===== src/rtl/fetch_unit.sv =====
// Instruction fetch unit: issues sequential fetch requests, collects in-order
// memory responses into a small prefetch queue and hands them to decode.
// A redirect flushes the queue and silently drops every response that is
// still in flight at that point.
module fetch_unit #(
  parameter int                DWIDTH   = 32,
  parameter int                AWIDTH   = 32,
  parameter logic [AWIDTH-1:0] BASEADDR = AWIDTH'(32'h01000000),
  parameter int                DEPTH    = 4
) (
  input  logic              clk,
  input  logic              rst,
  input  logic              redirect_i,
  input  logic [AWIDTH-1:0] redirect_pc_i,
  output logic              req_valid_o,
  output logic [AWIDTH-1:0] req_addr_o,
  input  logic              req_ready_i,
  input  logic              rsp_valid_i,
  input  logic [DWIDTH-1:0] rsp_data_i,
  output logic              out_valid_o,
  output logic [AWIDTH-1:0] out_pc_o,
  output logic [DWIDTH-1:0] out_insn_o,
  input  logic              out_ready_i
);

  localparam int CW = $clog2(DEPTH) + 1;
  localparam int PW = $clog2(DEPTH);
  localparam logic [CW:0]       DEPTH_C = (CW + 1)'(DEPTH);
  localparam logic [AWIDTH-1:0] PC_STEP = AWIDTH'(4);

  logic [AWIDTH-1:0] fetch_pc_q, fetch_pc_d;
  logic [AWIDTH-1:0] rsp_pc_q, rsp_pc_d;
  logic [CW-1:0]     p_q, p_d;
  logic [CW-1:0]     k_q, k_d;
  logic [CW-1:0]     q_q, q_d;
  logic [PW-1:0]     wr_ptr_q, wr_ptr_d;
  logic [PW-1:0]     rd_ptr_q, rd_ptr_d;

  logic [AWIDTH-1:0] pc_mem   [DEPTH];
  logic [DWIDTH-1:0] insn_mem [DEPTH];

  logic              fire;
  logic              pop;
  logic              push;
  logic [CW-1:0]     p_next;
  logic [AWIDTH-1:0] redirect_tgt;

  // Issue is allowed only while every outstanding request has a guaranteed queue slot
  always_comb begin
    req_valid_o  = !rst && (({1'b0, p_q} + {1'b0, q_q}) < DEPTH_C);
    req_addr_o   = fetch_pc_q;
    out_valid_o  = (q_q != '0);
    out_pc_o     = pc_mem[rd_ptr_q];
    out_insn_o   = insn_mem[rd_ptr_q];
    redirect_tgt = {redirect_pc_i[AWIDTH-1:2], 2'b00};
  end

  // Next-state for PCs, counters and queue pointers; redirect overrides everything
  always_comb begin
    fire   = req_valid_o && req_ready_i;
    pop    = out_valid_o && out_ready_i;
    push   = rsp_valid_i && (k_q == '0) && !redirect_i;
    p_next = p_q + CW'(fire) - CW'(rsp_valid_i);

    fetch_pc_d = fetch_pc_q;
    rsp_pc_d   = rsp_pc_q;
    p_d        = p_next;
    k_d        = k_q;
    q_d        = q_q;
    wr_ptr_d   = wr_ptr_q;
    rd_ptr_d   = rd_ptr_q;

    if (redirect_i) begin
      // Everything still in flight, including this cycle's handshake, gets dropped
      fetch_pc_d = redirect_tgt;
      rsp_pc_d   = redirect_tgt;
      k_d        = p_next;
      q_d        = '0;
      wr_ptr_d   = '0;
      rd_ptr_d   = '0;
    end else begin
      if (fire) begin
        fetch_pc_d = fetch_pc_q + PC_STEP;
      end
      if (rsp_valid_i && (k_q != '0)) begin
        k_d = k_q - CW'(1);
      end
      if (push) begin
        rsp_pc_d = rsp_pc_q + PC_STEP;
        wr_ptr_d = wr_ptr_q + PW'(1);
      end
      if (pop) begin
        rd_ptr_d = rd_ptr_q + PW'(1);
      end
      q_d = q_q + CW'(push) - CW'(pop);
    end
  end

  // Control state register
  always_ff @(posedge clk) begin
    if (rst) begin
      fetch_pc_q <= BASEADDR;
      rsp_pc_q   <= BASEADDR;
      p_q        <= '0;
      k_q        <= '0;
      q_q        <= '0;
      wr_ptr_q   <= '0;
      rd_ptr_q   <= '0;
    end else begin
      fetch_pc_q <= fetch_pc_d;
      rsp_pc_q   <= rsp_pc_d;
      p_q        <= p_d;
      k_q        <= k_d;
      q_q        <= q_d;
      wr_ptr_q   <= wr_ptr_d;
      rd_ptr_q   <= rd_ptr_d;
    end
  end

  // Queue storage is data only; validity is carried by the occupancy count
  always_ff @(posedge clk) begin
    if (!rst && push) begin
      pc_mem[wr_ptr_q]   <= rsp_pc_q;
      insn_mem[wr_ptr_q] <= rsp_data_i;
    end
  end

  // A response with nothing outstanding means the memory side broke ordering
  always_ff @(posedge clk) begin
    if (!rst) begin
      assert (!(rsp_valid_i && (p_q == '0)));
    end
  end

endmodule

===== config.mk =====
export PLATFORM = sky130hd
export DESIGN_NAME = fetch_unit
export DESIGN_NICKNAME = d
export VERILOG_FILES = /design/src/rtl/fetch_unit.sv
export SDC_FILE = /design/constraint.sdc
export NUM_CORES = 1
export LEC_CHECK = 0
export BUFFER_PORTS_ARGS = -buffer_cell sky130_fd_sc_hd__buf_2
export CAP_MARGIN = 10
export CORE_MARGIN = 5
export CORE_UTILIZATION = 53
export DETAILED_ROUTE_END_ITERATION = 10
export PLACE_DENSITY_LB_ADDON = 0.3
export SLEW_MARGIN = 20
export SYNTH_ARGS = -nofsm -noshare
export SYNTH_HDL_FRONTEND = slang
export SYNTH_SLANG_ARGS = --single-unit

===== constraint.sdc =====
create_clock -name clk -period 4.3 [get_ports clk]
set_input_delay 0.43 -clock clk [delete_from_list [all_inputs] [get_ports clk]]
set_output_delay 0.43 -clock clk [all_outputs]
set_load 0.01 [all_outputs]

Word-level counts from Yosys, hierarchy flattened
Memories as Yosys holds them, arrays and structs flattened. A register that Yosys moved wholly into a read port is not among the register bits.
Index checks and enable logic that the tools add are counted.
Word-level totals
  memory bits (read-only): 0
  logic and storage cells: 50
  bits in writable memories: 256
  output and inout bits: 98
  memories: 2
  bits in latches: 0
  flip-flop bits (word level): 77
  input port bits: 70
Memories
  insn_mem: words 4, bits a word 32, read ports 1, clocked after memory_dff 1, write ports 1, line 40  | logic [DWIDTH-1:0] insn_mem [DEPTH];
  pc_mem: words 4, bits a word 32, read ports 1, clocked after memory_dff 1, write ports 1, line 39  | logic [AWIDTH-1:0] pc_mem [DEPTH];
Operators by class
  reduce and logical (&&, ||, !) cells: 16
  multiplexer cells: 12
  equal/unequal tests: 0
  add/subtract/negate cells: 10
  bitwise logic cells: 0
  div/mod/pow operators: 0
  multiply operators: 0
  shift-type cells: 0
  $lt $le $gt $ge: 1
Operator list (number)
  $mux W32: 4
  $add A32 B3 Y32 const B: 2
  $mux W2: 4
  $logic_and A1 B1 Y1: 7
  $add A3 B1 Y3: 2
  $mux W3: 2
  $reduce_bool A2 Y1: 3
  $reduce_bool A3 Y1: 2
  $sub A3 B1 Y3: 2
  $add A2 B1 Y2 const B: 2
  $add A3 B3 Y4: 1
  $lt A4 B3 Y1 const B: 1
  $logic_not A3 Y1: 1
  $sub A3 B1 Y3 const B: 1
  $logic_not A1 Y1: 2
  $mux W1: 2
  $reduce_or A2 Y1: 1

Logic depth before layout (Yosys ltp)
Gate-level depths: netlist of the first run.
  word-level depth: 7
  depth in mapped cells: 12
  gate-level depth less buffers: 12

Worst setup path after synthesis of the first run
Ideal clock, no wire load.
  kind: input to register
  start point: in redirect_i
  end point: mem insn_mem[0][0] (enable)
  path slack: 1191 ps
  buffers on the path: 2
  cell stages on the path: 5
  required time: 3873 ps
  arrival time: 2682 ps
  path through: clkbuf_1 > or2_2 > clkbuf_1 > nor2_1 > and2_1
Between the ends
  word-level cells in the longest chain between the ends: 5
Ends and longest elaborated chain
  start: declaration: line 13  | input logic redirect_i,
  $logic_not A1 Y1: line 62  | push = rsp_valid_i && (k_q == '0) && !redirect_i;
  $logic_and A1 B1 Y1: line 62
  $logic_and A1 B1 Y1: line 122  | if (!rst && push) begin
  $mux W1: line 122
  $mux W1 (not written as such): line 124  | insn_mem[wr_ptr_q] <= rsp_data_i;
  end: declaration: line 40
Every way passes these cells.

Worst setup path after layout of the first run
  start point: reg q_q[2]
  end point: reg k_q[2]
Between the ends
  word-level cells in the longest chain between the ends: 7
Ends and longest elaborated chain
  start: declaration: line 35  | logic [CW-1:0] q_q, q_d;
  start signal: assignment: line 114  | q_q <= q_d;
  $add A3 B3 Y4: line 50  | req_valid_o = !rst && (({1'b0, p_q} + {1'b0, q_q}) < DEPTH_C);
  $lt A4 B3 Y1: line 50
  $logic_and A1 B1 Y1: line 50
  $logic_and A1 B1 Y1: line 60  | fire = req_valid_o && req_ready_i;
  $add A3 B1 Y3: line 63  | p_next = p_q + CW'(fire) - CW'(rsp_valid_i);
  $sub A3 B1 Y3: line 63
  $mux W3: line 73  | if (redirect_i) begin
  end signal: assignment: line 113  | k_q <= k_d;
  end: declaration: line 34  | logic [CW-1:0] k_q, k_d;
Every way passes these cells.
A chain may end at the register's enable or synchronous reset.

==> flow_metrics.tcl, run 1 <==
set metrics [dict create \
    drtAntennaViolNets 0 \
    whs_ns 0.143 \
    totalWireLength_um 26600 \
    setup_violations 0 \
    power.switching_mw 1.51 \
    grt_pass1_wl_um 42800 \
    critPathSlowestCell "dfxtp_1" \
    final_layout_size_suffix_gt1_frac 0.280 \
    p_clk_frac 0.406 \
    p_per_area_nw_per_um2 444 \
    cts_inserted_buffers 34 \
    clock_sinks 323 \
    run_status "finished, final reports clean" \
    drc_errors 0 \
    gp_congestion 0.819 \
    endpoint_kind "register" \
    critPathMaxFanout 5 \
    rsz0062_at_grt "no" \
    fmax_ghz 0.333 \
    fin_crit_sh 0.699 \
    hpwl_um 16400 \
    cts_root_buf "clkbuf_16" \
    synth_most_common_cell "edfxtp_1" \
    fin_crit_ns 3.01 \
    worst-endpoint-required_ns 4.72 \
    fin_cells 1356 \
    dr.pass1.iters 5 \
    area_growth_pct 16.1 \
    post_cts_resize_count 0 \
    grt_pass1_vias 7880 \
    busiest_layer "met2" \
    ys_types 54 \
    max_slew_margin 0.364 \
    fp.coreArea_um2 25000 \
    syn_avg_cell_area_um2 15.6 \
    grt_max_degree 89 \
    switching_share 0.220 \
    hold_viol_final 0 \
    fp.dieW_um 168 \
    groute.usage.overall 0.187 \
    synthTopCellsByArea "edfxtp_1 56%, dfxtp_1 11%, mux4_2 10%" \
    tightestPinTransition_ns 0.954 \
    placed_area_um2 14400 \
    synthesis.area_um2 13300 \
    grt-ovfl-total 0 \
    p_int_mw 5.35 \
    yosysTopAreaCellShare 0.560 \
    p_leak_nw 5.36 \
    num_io_pins 168 \
    utilization 0.619 \
    holdBufCountCts 0 \
    yosysTopAreaCell "edfxtp_1" \
    power.share.sequential 0.519 \
    io_buffers 161 \
    worst_skew_pair.late_latency_ns 0.50 \
    clock_path_buffers 3 \
    ys.flop_type "edfxtp_1" \
    tritoncts "yes" \
    grtUsageMet3 0.0390 \
    irDropWorstVdd_uv 301 \
    async_flop_share 0 \
    hp-class "input port to register" \
    ys_seq_elements 323 \
    crit_top_cell "ha_1" \
    synth_edf_count 248 \
    setup_ws_ns 1.29 \
    ys_warn_count 0 \
    combPwrFrac 0.075 \
    die_h_um 168 \
    place_ws_ns 1.34 \
    antenna_cells 0 \
    seq_area_um2 8950 \
    grtUsageMet1 0.277 \
    wire_per_inst_um 19.6 \
    crit_path_start_kind "register" \
    maxCapViolCount 0 \
    critPathArrivalTime_ns 3.43 \
    place_inst 1295 \
    postSynthCellCount 850 \
    seq_area_frac_synth 0.673 \
    nets 1087 \
    antenna_found_initial 0 \
    grtUsageMet2 0.289 \
    post-cts-setup-buffers 0 \
    max_stage_delay_ns 0.41 \
    path_class "register to register" \
    die-area_um2 28400 \
    multi_input_area_um2 4020 \
    num_vias 7897 \
    crit_chain "ha_1 > nor4_1 > buf_4 > nand3_1 > ha_1 > inv_1 > ha_1 > inv_1 > fa_1 > xor2_1 > xnor2_1 > and2_1 > a211oi_1" \
    cts_max_level 2 \
    synth_common_cells "248 x edfxtp_1, 75 x dfxtp_1, 62 x mux4_2" \
    final.fill_count 1869 \
    setup_tns_ns 0 \
    slew_violations 0 \
    vias_per_cell 5.82 \
    stdcell_area_um2 15400 \
    path_clk_slew_ns 0.06 \
    rows 58 \
    power_mw 6.87 \
    start_util 0.533 \
    fin_skew_ns 0.0135 \
    drt_iter0_drc 607 \
]
==> final cells by class <==
type                            instances  share of cell area
Timing Repair Buffer                  168              0.0572
Sequential cell                       323               0.580
Clock buffer                           46              0.0580
Tap cell                              330              0.0267
Inverter                               30             0.00729
Multi-Input combinational cell        444               0.261
Clock inverter                         15              0.0106
==> worst max-delay path, delay by kind of cell, from the launching register on <==
kind / cells / cell delay (ns)
AOI/OAI and AO/OA: 1 / 0.19
xor gates and xnor gates: 2 / 0.30
adders and majority gates: 4 / 1.11
buffers and inverters: 3 / 0.29
DFF: 1 / 0.41
and+or+nand+nor: 3 / 0.65
==> final timing paths <==
path             startpoint              end  slack (ns)  cells after the start
max                  q_q[2]           k_q[2]        1.29                     13
min          rsp_data_i[18]  insn_mem[2][18]        0.14                      1
max reg2reg          q_q[2]           k_q[2]        1.29                     13
min reg2reg     rd_ptr_q[1]      rd_ptr_q[1]        0.53                      2
==> state kept, by name, indices dropped and copies added, names as in the netlist, named ones only <==
register,cells
wr_ptr_q,2
k_q,3
rsp_pc_q,30
req_addr_o,30
p_q,3
rd_ptr_q,2
pc_mem,120
insn_mem,128
q_q,3
==> metal layers <==
metal	up-vias	part of all wire
li1	3682	-
met3	38	0.068
met4	0	0.016
met1	3897	0.45
met2	280	0.46
met5	-	0
==> cells in the final DEF (no fill, tap or decap), drive strengths merged, types with 25 or more instances in the layout <==
cell / count
edfxtp: 248
buf: 168
dfxtp: 75
mux4: 62
clkbuf: 46
inv: 31
nor3: 27
nor2: 26
a21oi: 25
nand2: 25
==> logic make-up (layout without fill, tap and decap cells) <==
| kind of cell | Yosys count | in the layout | synth area share |
|---|---|---|---|
| DFF | 323 | 323 | 0.673 |
| and+or+nand+nor | 222 | 222 | 0.0993 |
| AOI/OAI and AO/OA | 110 | 110 | 0.0601 |
| buffers and inverters | 86 | 259 | 0.0262 |
| muxes | 65 | 65 | 0.107 |
| xor gates and xnor gates | 27 | 27 | 0.0178 |
| adders and majority gates | 16 | 16 | 0.0162 |
| other | 1 | 4 | 0.000282 |
==> power by group through the flow <==
| stage | clock (mW) | sequential, mW | combinational, mW |
|---|---|---|---|
| 6_report | 2.79 | 3.56 | 0.513 |
| 5_1_grt | 2.99 | 3.58 | 0.574 |
| 4_1_cts | 2.84 | 3.56 | 0.519 |
| 3_5_place_dp | 0 | 3.63 | 0.515 |
| 3_3_place_gp | 0 | 3.62 | 0.507 |
| 2_1_floorplan | 0 | 3.60 | 0.343 |
Note: power is estimated with default switching activity, not from simulation.
==> run 2: changes to the inputs <==
==> constraint.sdc (replaced) <==
create_clock -name clk -period 2.8 [get_ports clk]
set_input_delay 0.28 -clock clk [delete_from_list [all_inputs] [get_ports clk]]
set_output_delay 0.28 -clock clk [all_outputs]
set_load 0.01 [all_outputs]
==> run 2 against run 1 <==
Net effect:
- power is 59% higher
- worst setup slack worse by 1.1 ns
- flip-flop and latch count unchanged
- sequential power is 54% higher
- largest cell class unchanged
==> flow_metrics.tcl, run 2 (same netlist as run 1, synthesis figures left out) <==
set metrics [dict create \
    fp.dieW_um 168 \
    cts_inserted_buffers 34 \
    hold_viol_final 0 \
    fp.coreArea_um2 25000 \
    p_per_area_nw_per_um2 681 \
    cts_root_buf "clkbuf_16" \
    start_util 0.533 \
    die-area_um2 28400 \
    wire_per_inst_um 19.4 \
    fin_skew_ns 0.0108 \
    maxCapViolCount 0 \
    num_vias 8068 \
    critPathMaxFanout 4 \
    hp-class "input port to register" \
    dr.pass1.iters 5 \
    utilization 0.642 \
    path_class "register to register" \
    endpoint_kind "register" \
    nets 1127 \
    drtAntennaViolNets 0 \
    setup_violations 0 \
    regMostFlops "insn_mem" \
    tightestPinTransition_ns 0.767 \
    area_growth_pct 20.5 \
    irDropWorstVdd_uv 453 \
    largest_register_ffs 128 \
    path_clk_slew_ns 0.06 \
    grt_pass1_wl_um 43600 \
    crit_chain "ha_4 > nor4_4 > nand3_2 > ha_1 > inv_1 > ha_1 > inv_1 > fa_1 > xor2_1 > xnor2_1 > and2_1 > a211oi_1" \
    hpwl_um 16900 \
    grt_pass1_vias 8168 \
    totalWireLength_um 27100 \
    fmax_ghz 0.383 \
    drt_iter0_drc 679 \
    crit_path_start_kind "register" \
    die_h_um 168 \
    vias_per_cell 5.78 \
    max_slew_margin 0.489 \
    antenna_found_initial 0 \
    tritoncts "yes" \
    rows 58 \
    groute.usage.overall 0.191 \
    drc_errors 0 \
    cts_max_level 2 \
    reg_top3 "insn_mem: 128 flops, pc_mem: 120 flops" \
    fin_crit_ns 2.61 \
    grt_max_degree 79 \
    gp_congestion 0.831 \
    fin_crit_sh 0.933 \
    critPathSlowestCell "dfxtp_2" \
    worst_skew_pair.late_latency_ns 0.49 \
    cp_num_buf_inv 2 \
    antenna_cells 0 \
    max_stage_delay_ns 0.38 \
    clock_sinks 323 \
    rsz0062_at_grt "no" \
    io_buffers 161 \
    layout_commonest_cell "edfxtp_1" \
    run_status "finished, final reports clean" \
    final_layout_size_suffix_gt1_frac 0.293 \
    clock_path_buffers 3 \
    critPathArrivalTime_ns 3.03 \
    grt-ovfl-total 0 \
    setup_tns_ns 0 \
    num_io_pins 168 \
    crit_family "adder cells" \
    worst-endpoint-required_ns 3.21 \
    layout_common_cells "248 x edfxtp_1, 161 x buf_2, 71 x dfxtp_1" \
    p_leak_nw 5.61 \
    slew_violations 0 \
]
## run 2: where the power goes
part	switching (mW)	internal (mW)	total [mW]
registers	0.151	5.32	5.47
logic	0.451	0.419	0.870
clock network	1.71	2.86	4.57
total	2.32	8.60	10.9
## run 2: metal layers
| layer | global-route usage | part of all wire | vias up |
|---|---|---|---|
| li1 | - | - | 3758 |
| met1 | 0.284 | 0.45 | 3980 |
| met2 | 0.298 | 0.47 | 293 |
| met3 | 0.0329 | 0.060 | 37 |
| met4 | 0.0498 | 0.019 | 0 |
| met5 | 0 | 0 | - |
## run 2: final cells by class
class / instances / area (um^2)
Clock buffer: 50 / 1000
Clock inverter: 11 / 156
Fill cell: 1858 / 8940
Inverter: 30 / 113
Multi-Input combinational cell: 444 / 4060
Sequential cell: 323 / 8960
Tap cell: 330 / 413
Timing Repair Buffer: 208 / 1320
## run 2: path summary, 6_finish.rpt
kind	start	end	slack, ns	cells past startpoint
max	q_q[2]	k_q[2]	0.19	12
min	rsp_data_i[29]	insn_mem[0][29]	0.02	1
max reg2reg	q_q[2]	k_q[2]	0.19	12
min reg2reg	rd_ptr_q[1]	rd_ptr_q[1]	0.54	2
## run 2: what timing repair did
action / CTS / global route
endpoints found under the setup margin: 0 / 1
resized for setup: 0 / 5
endpoints found under the hold margin: 95 / 4
hold buffers: 24 / 1
setup buffers: 0 / 0
## run 2: metrics by stage
step	cell area [um^2]	hold WS, ns	setup slack, ns	std cells	power, mW
6_report	16000	0.0181	0.189	1396	10.9
5_1_grt	16000	0.00653	0.00661	1396	11.3
4_1_cts	16000	0.000707	0.0566	1395	11.0
3_5_place_dp	14600	0.501	0.0874	1310	6.40
3_3_place_gp	14600	0.496	0.132	1310	6.37
2_1_floorplan	13300	0.379	0.0274	853	6.07
==> run 3: changes to the inputs <==
--- a/config.mk
+++ b/config.mk
@@ -5,7 +5,7 @@
 export SDC_FILE = /design/constraint.sdc
 export NUM_CORES = 1
 export LEC_CHECK = 0
-export BUFFER_PORTS_ARGS = -buffer_cell sky130_fd_sc_hd__buf_2
+export BUFFER_PORTS_ARGS = -buffer_cell sky130_fd_sc_hd__buf_4
 export CAP_MARGIN = 10
 export CORE_MARGIN = 5
 export CORE_UTILIZATION = 53
==> run 3 against run 2 <==
Net effect:
- flip-flop and latch count unchanged
- cell area up 2.3%
- worst setup slack worse by 0.0056 ns
- power is 0.33% lower
- wire length shrank 0.50%
- first-iteration DRC count is 29% lower
==> flow_metrics.tcl, run 3 (same netlist as run 1, synthesis figures left out) <==
set metrics [dict create \
    antenna_cells 0 \
    worst-endpoint-required_ns 3.22 \
    critPathMaxFanout 4 \
    path_class "register to register" \
    regMostFlops "insn_mem" \
    totalWireLength_um 27000 \
    crit_path_start_kind "register" \
    fmax_ghz 0.382 \
    wire_per_inst_um 19.3 \
    crit_family "adder cells" \
    whs_ns 0.0608 \
    r2r_cells 12 \
    switching_share 0.218 \
    io_buffers 161 \
    multi_input_area_um2 4050 \
    rrSetupSlack_ns 0.18 \
    drtAntennaViolNets 0 \
    fp.coreArea_um2 25000 \
    reg_top3 "insn_mem: 128 flops, pc_mem: 120 flops" \
    cts_root_buf "clkbuf_16" \
    fin_crit_sh 0.935 \
    critPathSlowestCell "dfxtp_2" \
    post-cts-setup-buffers 0 \
    combPwrFrac 0.087 \
    maxCapViolCount 0 \
    num_io_pins 168 \
    rows 58 \
    final_layout_size_suffix_gt1_frac 0.284 \
    largest_register_ffs 128 \
    seq_area_um2 8960 \
    rr_endpoint "k_q[2]" \
    p_leak_nw 5.70 \
    endpoint_kind "register" \
    hpwl_um 16300 \
    fin_skew_ns 0.0213 \
    start_util 0.533 \
    fin_crit_ns 2.62 \
    cts_inserted_buffers 34 \
    hold_viol_final 0 \
    p_per_area_nw_per_um2 664 \
    layout_commonest_cell "edfxtp_1" \
    cp_num_buf_inv 2 \
    grt_pass1_vias 8222 \
    p_int_mw 8.50 \
    grt_pass1_wl_um 43800 \
    groute.usage.overall 0.191 \
    r2r_start "q_q[2]" \
    critPathArrivalTime_ns 3.03 \
    die_h_um 168 \
    max_stage_delay_ns 0.38 \
    antenna_found_initial 0 \
    dr.pass1.iters 5 \
    final.fill_count 1783 \
    vias_per_cell 5.78 \
    run_status "finished, final reports clean" \
    nets 1129 \
    utilization 0.656 \
    setup_tns_ns 0 \
    num_vias 8080 \
    min_from "rst" \
    grt_max_degree 79 \
    worst_skew_pair.late_latency_ns 0.51 \
    max_slew_margin 0.500 \
    power.switching_mw 2.37 \
    layout_common_cells "248 x edfxtp_1, 172 x buf_4, 71 x dfxtp_1" \
    crit_end "k_q[2]" \
    p_clk_frac 0.411 \
    irDropWorstVdd_uv 486 \
    hp-class "input port to register" \
    drt_iter0_drc 480 \
    fp.dieW_um 168 \
    tightestPinTransition_ns 0.750 \
    cp-startpoint "q_q[2]" \
    grt-ovfl-total 0 \
    clock_sinks 323 \
    area_growth_pct 23.2 \
    clock_path_buffers 3 \
    tritoncts "yes" \
    worst-path-stages 12 \
    cts_max_level 2 \
    crit_chain "ha_4 > nor4_4 > nand3_1 > ha_1 > inv_1 > ha_1 > inv_1 > fa_1 > xor2_1 > xnor2_1 > and2_1 > a211oi_1" \
    setup_violations 0 \
    power_mw 10.9 \
    die-area_um2 28400 \
    path_clk_slew_ns 0.06 \
    power.share.sequential 0.503 \
    slew_violations 0 \
    gp_congestion 0.805 \
    rsz0062_at_grt "no" \
    drc_errors 0 \
]
## run 3: cell count changes in the layout (fill, tap and decap cells not counted), sizes merged
cell,delta
bufinv,-1
clkbuf,-6
inv,+1
clkinvlp,+1
buf,-5
clkinv,+5
dlygate4sd3,+7
## run 3: what timing repair did
action                                  CTS  global route
hold buffers                             32             0
endpoints found under the hold margin   128             0
gates resized for setup                   0             3
endpoints found under the setup margin    0             1
## run 3: final cells by class
cell class / count / share of cell area
sequential: 323 / 0.547
multi-input combinational: 444 / 0.247
timing repair buffer: 210 / 0.106
clock buffer: 44 / 0.0581
tap: 330 / 0.0252
clock inverter: 17 / 0.0105
inverter: 30 / 0.00687
## run 3: worst min path at each step
stage	depth (start not counted)	slack, ns	to
2_1_floorplan	0	0.38	insn_mem[0][0]
3_3_place_gp	1	0.48	insn_mem[3][15]
3_5_place_dp	1	0.48	insn_mem[0][25]
4_1_cts	2	0.04	k_q[1]
5_1_grt	2	0.07	p_q[1]
6_report	2	0.06	k_q[1]
## run 3: stage by stage
| stage | setup slack [ns] | instances | cell area [um^2] |
|---|---|---|---|
| after floorplan | 0.0274 | 853 | 13300 |
| after global placement | 0.113 | 1305 | 14900 |
| after detailed placement | 0.0809 | 1305 | 14900 |
| after CTS | 0.0538 | 1398 | 16400 |
| after global routing | 0.00724 | 1398 | 16400 |
| final | 0.183 | 1398 | 16400 |
## run 3: power by group through the flow
stage               Sequential [mW]  Clock [mW]  Combinational, mW
finish                         5.47        4.47              0.943
global route                   5.49        4.76               1.04
CTS                            5.46        4.56              0.949
detailed placement             5.56           0              0.907
global placement               5.55           0              0.891
floorplan                      5.53           0              0.538
## run 3: routing by layer
layer,vias up,routed length [um],GRT usage
met5,-,0,0
met4,0,411,0.0476
met3,34,1820,0.0409
met2,302,12800,0.303
met1,3980,12000,0.273
li1,3764,-,-
